File: config.mk
export PLATFORM = sky130hd
export DESIGN_NAME = fpu_issue
export DESIGN_NICKNAME = d
export VERILOG_FILES = /design/src/rtl/fp_wire.sv /design/src/rtl/fpu_issue.sv
export SDC_FILE = /design/constraint.sdc
export NUM_CORES = 1
export LEC_CHECK = 0
export ABC_AREA = 1
export CAP_MARGIN = 20
export CORE_AREA = 2 2 145 147
export CTS_CLUSTER_DIAMETER = 50
export DETAILED_ROUTE_END_ITERATION = 10
export DIE_AREA = 0 0 147 149
export GPL_TIMING_DRIVEN = 0
export PLACE_DENSITY_LB_ADDON = 0.25
export SLEW_MARGIN = 10
export SYNTH_ARGS = -nofsm -noshare
export SYNTH_HDL_FRONTEND = slang
export SYNTH_SLANG_ARGS = --single-unit
File: constraint.sdc
create_clock -name clock -period 2.65 [get_ports clock]
set_input_delay 0.265 -clock clock [delete_from_list [all_inputs] [get_ports clock]]
set_output_delay 0.265 -clock clock [all_outputs]
set_load 0.02 [all_outputs]
File: src/rtl/fp_wire.sv
// fp_wire: shared FP operation encoding, issue records and issue-stage state enumeration.
package fp_wire;
  typedef struct packed {
    logic fmadd;
    logic fmsub;
    logic fnmsub;
    logic fnmadd;
    logic fadd;
    logic fsub;
    logic fmul;
    logic fdiv;
    logic fsqrt;
    logic fsgnj;
    logic fcmp;
    logic fmax;
    logic fcvt_f2i;
    logic fcvt_i2f;
    logic fmv_f2i;
    logic fmv_i2f;
    logic fclass;
    logic fpuf;
  } fp_operation_type;
  localparam fp_operation_type OP_NONE     = '0;
  localparam fp_operation_type OP_FMADD    = '{fmadd: 1'b1, fpuf: 1'b1, default: 1'b0};
  localparam fp_operation_type OP_FADD     = '{fadd: 1'b1, fpuf: 1'b1, default: 1'b0};
  localparam fp_operation_type OP_FSUB     = '{fsub: 1'b1, fpuf: 1'b1, default: 1'b0};
  localparam fp_operation_type OP_FMUL     = '{fmul: 1'b1, fpuf: 1'b1, default: 1'b0};
  localparam fp_operation_type OP_FDIV     = '{fdiv: 1'b1, fpuf: 1'b1, default: 1'b0};
  localparam fp_operation_type OP_FSQRT    = '{fsqrt: 1'b1, fpuf: 1'b1, default: 1'b0};
  localparam fp_operation_type OP_FSGNJ    = '{fsgnj: 1'b1, default: 1'b0};
  localparam fp_operation_type OP_FCMP     = '{fcmp: 1'b1, fpuf: 1'b1, default: 1'b0};
  localparam fp_operation_type OP_FMAX     = '{fmax: 1'b1, fpuf: 1'b1, default: 1'b0};
  localparam fp_operation_type OP_FCVT_F2I = '{fcvt_f2i: 1'b1, fpuf: 1'b1, default: 1'b0};
  localparam fp_operation_type OP_FMV_F2I  = '{fmv_f2i: 1'b1, default: 1'b0};
  localparam fp_operation_type OP_FCLASS   = '{fclass: 1'b1, default: 1'b0};
  localparam logic [2:0] RM_DYN = 3'd7;
  typedef struct packed {
    fp_operation_type op;
    logic [2:0]       rm;
    logic             fwren;
    logic             wren;
    logic [4:0]       waddr;
    logic [31:0]      data1;
    logic [31:0]      data2;
    logic [31:0]      data3;
  } fp_issue_in_type;
  typedef struct packed {
    logic             exe_enable;
    fp_operation_type op;
    logic [2:0]       rm;
    logic [31:0]      data1;
    logic [31:0]      data2;
    logic [31:0]      data3;
    logic             fwb_wren;
    logic             iwb_wren;
    logic [4:0]       waddr;
    logic [31:0]      wdata;
    logic             csr_fpu;
    logic [4:0]       fflags;
    logic             busy;
    logic             timeout_err;
  } fp_issue_out_type;
  typedef enum logic [1:0] {IDLE, WAIT, WB} fp_issue_state_type;
endpackage

File: src/rtl/fpu_issue.sv
// fpu_issue: hands one FP op at a time to the execute unit, waits with a timeout,
// then writes the result back to the FP or integer file and updates fflags.
module fpu_issue
  import fp_wire::*;
#(
  parameter int TIMEOUT = 63
) (
  input  logic             clock,
  input  logic             reset,
  input  logic             issue_valid,
  output logic             issue_ready,
  input  fp_operation_type issue_op,
  input  logic [2:0]       issue_rm,
  input  logic             issue_fwren,
  input  logic             issue_wren,
  input  logic [4:0]       issue_waddr,
  input  logic [31:0]      issue_data1,
  input  logic [31:0]      issue_data2,
  input  logic [31:0]      issue_data3,
  input  logic [2:0]       frm,
  input  logic             flush,
  output logic             exe_enable,
  output fp_operation_type exe_op,
  output logic [2:0]       exe_rm,
  output logic [31:0]      exe_data1,
  output logic [31:0]      exe_data2,
  output logic [31:0]      exe_data3,
  input  logic             exe_ready,
  input  logic [31:0]      exe_result,
  input  logic [4:0]       exe_flags,
  output logic             fwb_wren,
  output logic [4:0]       fwb_waddr,
  output logic [31:0]      fwb_wdata,
  output logic             iwb_wren,
  output logic [4:0]       iwb_waddr,
  output logic [31:0]      iwb_wdata,
  output logic             csr_fpu,
  output logic [4:0]       csr_fflags,
  output logic             busy,
  output logic             timeout_err
);
  localparam int CW = $clog2(TIMEOUT + 1);
  fp_issue_state_type state, state_n;
  fp_issue_in_type    lat;
  logic [CW-1:0]      cnt;
  logic [31:0]        res;
  logic [4:0]         flg;
  logic               en, accept, done, expire;
  // WB also accepts, so a new op can start while the previous result is written
  always_comb begin
    accept  = reset && issue_valid && !flush && state != WAIT;
    done    = state == WAIT && !flush && exe_ready;
    expire  = state == WAIT && !flush && !exe_ready && cnt == CW'(TIMEOUT);
    state_n = accept ? WAIT
            : (state == WB || (state == WAIT && (flush || expire))) ? IDLE
            : done ? WB : state;
  end
  always_ff @(posedge clock) begin
    if (!reset) begin
      state <= IDLE;
      cnt   <= '0;
      lat   <= '0;
      res   <= '0;
      flg   <= '0;
      en    <= 1'b0;
    end else begin
      state <= state_n;
      cnt   <= (state == WAIT) ? cnt + 1'b1 : '0;
      en    <= accept;
      if (accept)
        lat <= '{op: issue_op, rm: (issue_rm == RM_DYN) ? frm : issue_rm,
                 fwren: issue_fwren, wren: issue_wren, waddr: issue_waddr,
                 data1: issue_data1, data2: issue_data2, data3: issue_data3};
      if (done) begin
        res <= exe_result;
        flg <= exe_flags;
      end
    end
  end
  assign issue_ready = reset && state != WAIT;
  assign exe_enable  = en;
  assign exe_op      = lat.op;
  assign exe_rm      = lat.rm;
  assign exe_data1   = lat.data1;
  assign exe_data2   = lat.data2;
  assign exe_data3   = lat.data3;
  assign fwb_wren    = reset && state == WB && lat.fwren;
  assign fwb_waddr   = lat.waddr;
  assign fwb_wdata   = res;
  // integer x0 is hardwired to zero, f0 is a real register
  assign iwb_wren    = reset && state == WB && lat.wren && lat.waddr != 5'd0;
  assign iwb_waddr   = lat.waddr;
  assign iwb_wdata   = res;
  assign csr_fpu     = reset && state == WB && lat.op.fpuf;
  assign csr_fflags  = flg;
  assign busy        = reset && state != IDLE;
  assign timeout_err = reset && expire;
endmodule
==> results.yml <==
outcome:
  outcome: "finished, final reports clean"
cts:
  cts.repair_timing.setup_buffer_count: 0
  cts_htree_levels: 4
  clock_tree.root_cell: "clkbuf_16"
  cts-buffers-inserted: 17
  holdBufCountCts: 0
  clk_latency_ns: 0.43
  cts_clk_pin_slew_worst_paths_ns: 0.07
  tritoncts: "built"
  clockBufferDepth: 2
  cts_num_sinks: 170
  post_cts_resize_count: 0
grt:
  antenna_violations_before_repair: 2
  globalRouteOverflowTotal: 0
  pin_count_of_the_biggest_net_entering_global_routing: 17
  grt_use_total_pct: 20.5
  number_of_global_route_vias_before_repair: 6632
  wire_length_of_the_first_global_routing_pass_mm: 34.8
setup_path:
  cp_top_family: "buffers and inverters"
  critPathMaxFanout: 4
  cp_num_buf_inv: 2
  crit_top_cell: "nor2_1"
  critPathCaptureType: "output port"
  worstPathRequired_ns: 2.38
  r2r_setup_slack_ns: 1.20
  cp-start-kind: "flop"
  regToRegEndpoint: "fwb_waddr[1]"
  critical_path.cell_chain: "inv_2, nor2_1, nand2_1, nor2_1, clkdlybuf4s50_1"
  critical_path.reg2reg.startpoint: "state[0]"
  timing.reg2reg.worst_path_depth: 5
  slowest_delay_ns: 0.67
  cp.arrival_ns: 2.02
  critPathKind: "flop to output port"
  crit_slowest_cell: "clkdlybuf4s50_1"
timing:
  slew_viol_final: 0
  period_minus_slack_ns: 2.28
  tns_ns: 0
  max_slew.worst_pin.slew_ns: 0.540
  layout_setup_ws_ns: 0.366
  finalCritPeriodShare_pct: 86.2
  rsz_0062_raised_after_global_routing: "no"
  setup_viol: 0
  finalClockSkew_ns: 0.0128
  fmax_ghz: 0.438
  max_slew_margin_pct: 64.0
  final-hold-violation-count: 0
route:
  first_iteration_detailed_routing_drc_count: 201
  route.detailed.wl_per_inst_um: 14.4
  post-route-drc-count: 0
  ant_nets: 0
  route.detailed.vias_per_inst: 4.34
  firstDrtPassIters: 4
  via_count: 6931
  drt-total-wl_mm: 23.0
finish:
  final_common_cell: "clkdlybuf4s50_1"
  final_layout_size_suffix_gt1_share_pct: 16.9
  final_nets: 1480
  most-common-layout-cells: "370 x clkdlybuf4s50_1, 244 x nand2_1, 170 x dfxtp_1"
  syn2layout_area_growth_pct: 65.1
logic_synthesis:
  syn_area_per_cell_sq_um: 7.80
  postSynthCellCount: 921
  post_synth_num_cell_types: 24
  ys.warnings.count: 0
  seq_area_frac_synth_pct: 47.4
  postSynthNetCount: 1091
  syn-cell-area_sq_mm: 0.00718
  synth.ff_latch_count: 170
floorplanning:
  num_rows: 53
  ioPinCount: 372
  die_height_um: 149
  floorplan.initialDensity_pct: 34.9
  die_width_um: 147
  fp.dieArea_sq_mm: 0.0219
  fp.coreArea_sq_mm: 0.0206
place:
  dp_hpwl_mm: 17.7
  placement.io_buffers: 370
  gp_congestion: 0.795
  pre_cts_ws_ns: 0.487
power:
  power_per_cell_area_mw_per_mm2: 558
  power.static_leakage_uw: 0.00539
  max-vdd-ir-drop_mv: 0.401
job:
  drv_cap: 0
worst_hold_path:
  min_from: "issue_data2[28]"
  hold_depth: 3
  worst_hold_path.endpoint: "exe_data2[28]"
  classification_of_the_worst_slack_hold_path: "input pin to flop"
==> per-stage QoR <==
stage | util [%] | instances | instance area, sq um | total power [uW] | hold slack, ns
6_report | 57.7 | 1598 | 11900 | 6610 | 0.376
5_1_grt | 57.7 | 1598 | 11900 | 6890 | 0.376
2_1_floorplan | - | 921 | 7180 | 3380 | 0.375
4_1_cts | 57.7 | 1596 | 11900 | 6700 | 0.353
3_3_place_gp | 54.6 | 1566 | 11200 | 4010 | 0.431
3_5_place_dp | 54.6 | 1566 | 11200 | 4020 | 0.441
==> where the power goes <==
group          switching (uW)  internal (uW)  total, uW
clock network            1030           1620       2660
logic                     510            683       1190
registers                78.1           2690       2760
total                    1620           4990       6610
==> metal layers <==
metal / part of all wire [%] / wire length, um / GRT usage (%)
met1: 39 / 8920 / 22.5
met4: 2.3 / 539 / 7.45
met3: 8.6 / 1970 / 6.67
met5: 0 / 0 / 0
met2: 50 / 11600 / 37.1
==> area by class of cell <==
type                       count  area (sq um)
timing repair buffer         370          3700
multi-input combinational    524          2230
buffer                       210          1480
fill                        1946          8700
clock inverter                10           168
tap                          275           344
inverter                      17          65.1
clock buffer                  20           457
antenna                        2          5.00
sequential                   170          3400
==> worst max path at each step <==
stage	startpoint	depth (start not counted)	to
5_1_grt	state[1]	5	iwb_wren
3_5_place_dp	reset	5	fwb_wren
3_3_place_gp	reset	5	fwb_wren
6_report	state[1]	5	fwb_wren
4_1_cts	state[1]	5	fwb_wren
2_1_floorplan	reset	4	iwb_wren
==> worst min-delay path: cells and delay by family <==
family | cells | cell delay (ns)
and+or+nand+nor | 2 | 0.10
buffers and inverters | 1 | 0.39
==> registers in the layout (all words and copies together), names as in the netlist <==
register and count:
exe_data1 32, exe_data2 32, exe_data3 32, fwb_wdata 32, exe_op 18, cnt 6
csr_fflags 5, fwb_waddr 5, exe_rm 3, lat 2, state 2, exe_enable 1
==> cells by family (layout without fill, tap and decap cells) <==
group | Yosys count | count (layout) | synth area share [%]
adder cells (fa/ha/maj) | 1 | 1 | 0.174
flip-flops | 170 | 170 | 47.4
AND/OR/NAND/NOR | 467 | 467 | 26.9
XOR/XNOR | 1 | 1 | 0.122
buffers and inverters | 227 | 627 | 21.5
other | 0 | 2 | 0
AO/OA/AOI/OAI | 55 | 55 | 3.83
==> synthesized netlist by cell type <==
cell type  count  area (sq um)
nand2_4        1          11.3
inv_1         13          48.8
ha_1           1          12.5
nand2_1      244           916
nor2_1        94           353
nor3b_1        2          15.0
nand3_2        1          10.0
clkbuf_4       1          7.51
buf_2         16          80.1
clkbuf_1      14          52.6
xnor2_1        1          8.76
dfxtp_1      170          3400
and3_1         1          6.26
nand3_1      117           586
o21ai_1       10          50.1
a21oi_1        2          10.0
buf_4        160          1200
inv_2          3          11.3
clkinv_2       1          5.00
nor3_1         5          25.0
nor2_2         2          12.5
buf_6          9           101
o21ai_0       43           215
buf_1         10          37.5
Note: power is estimated with default switching activity, not from simulation.
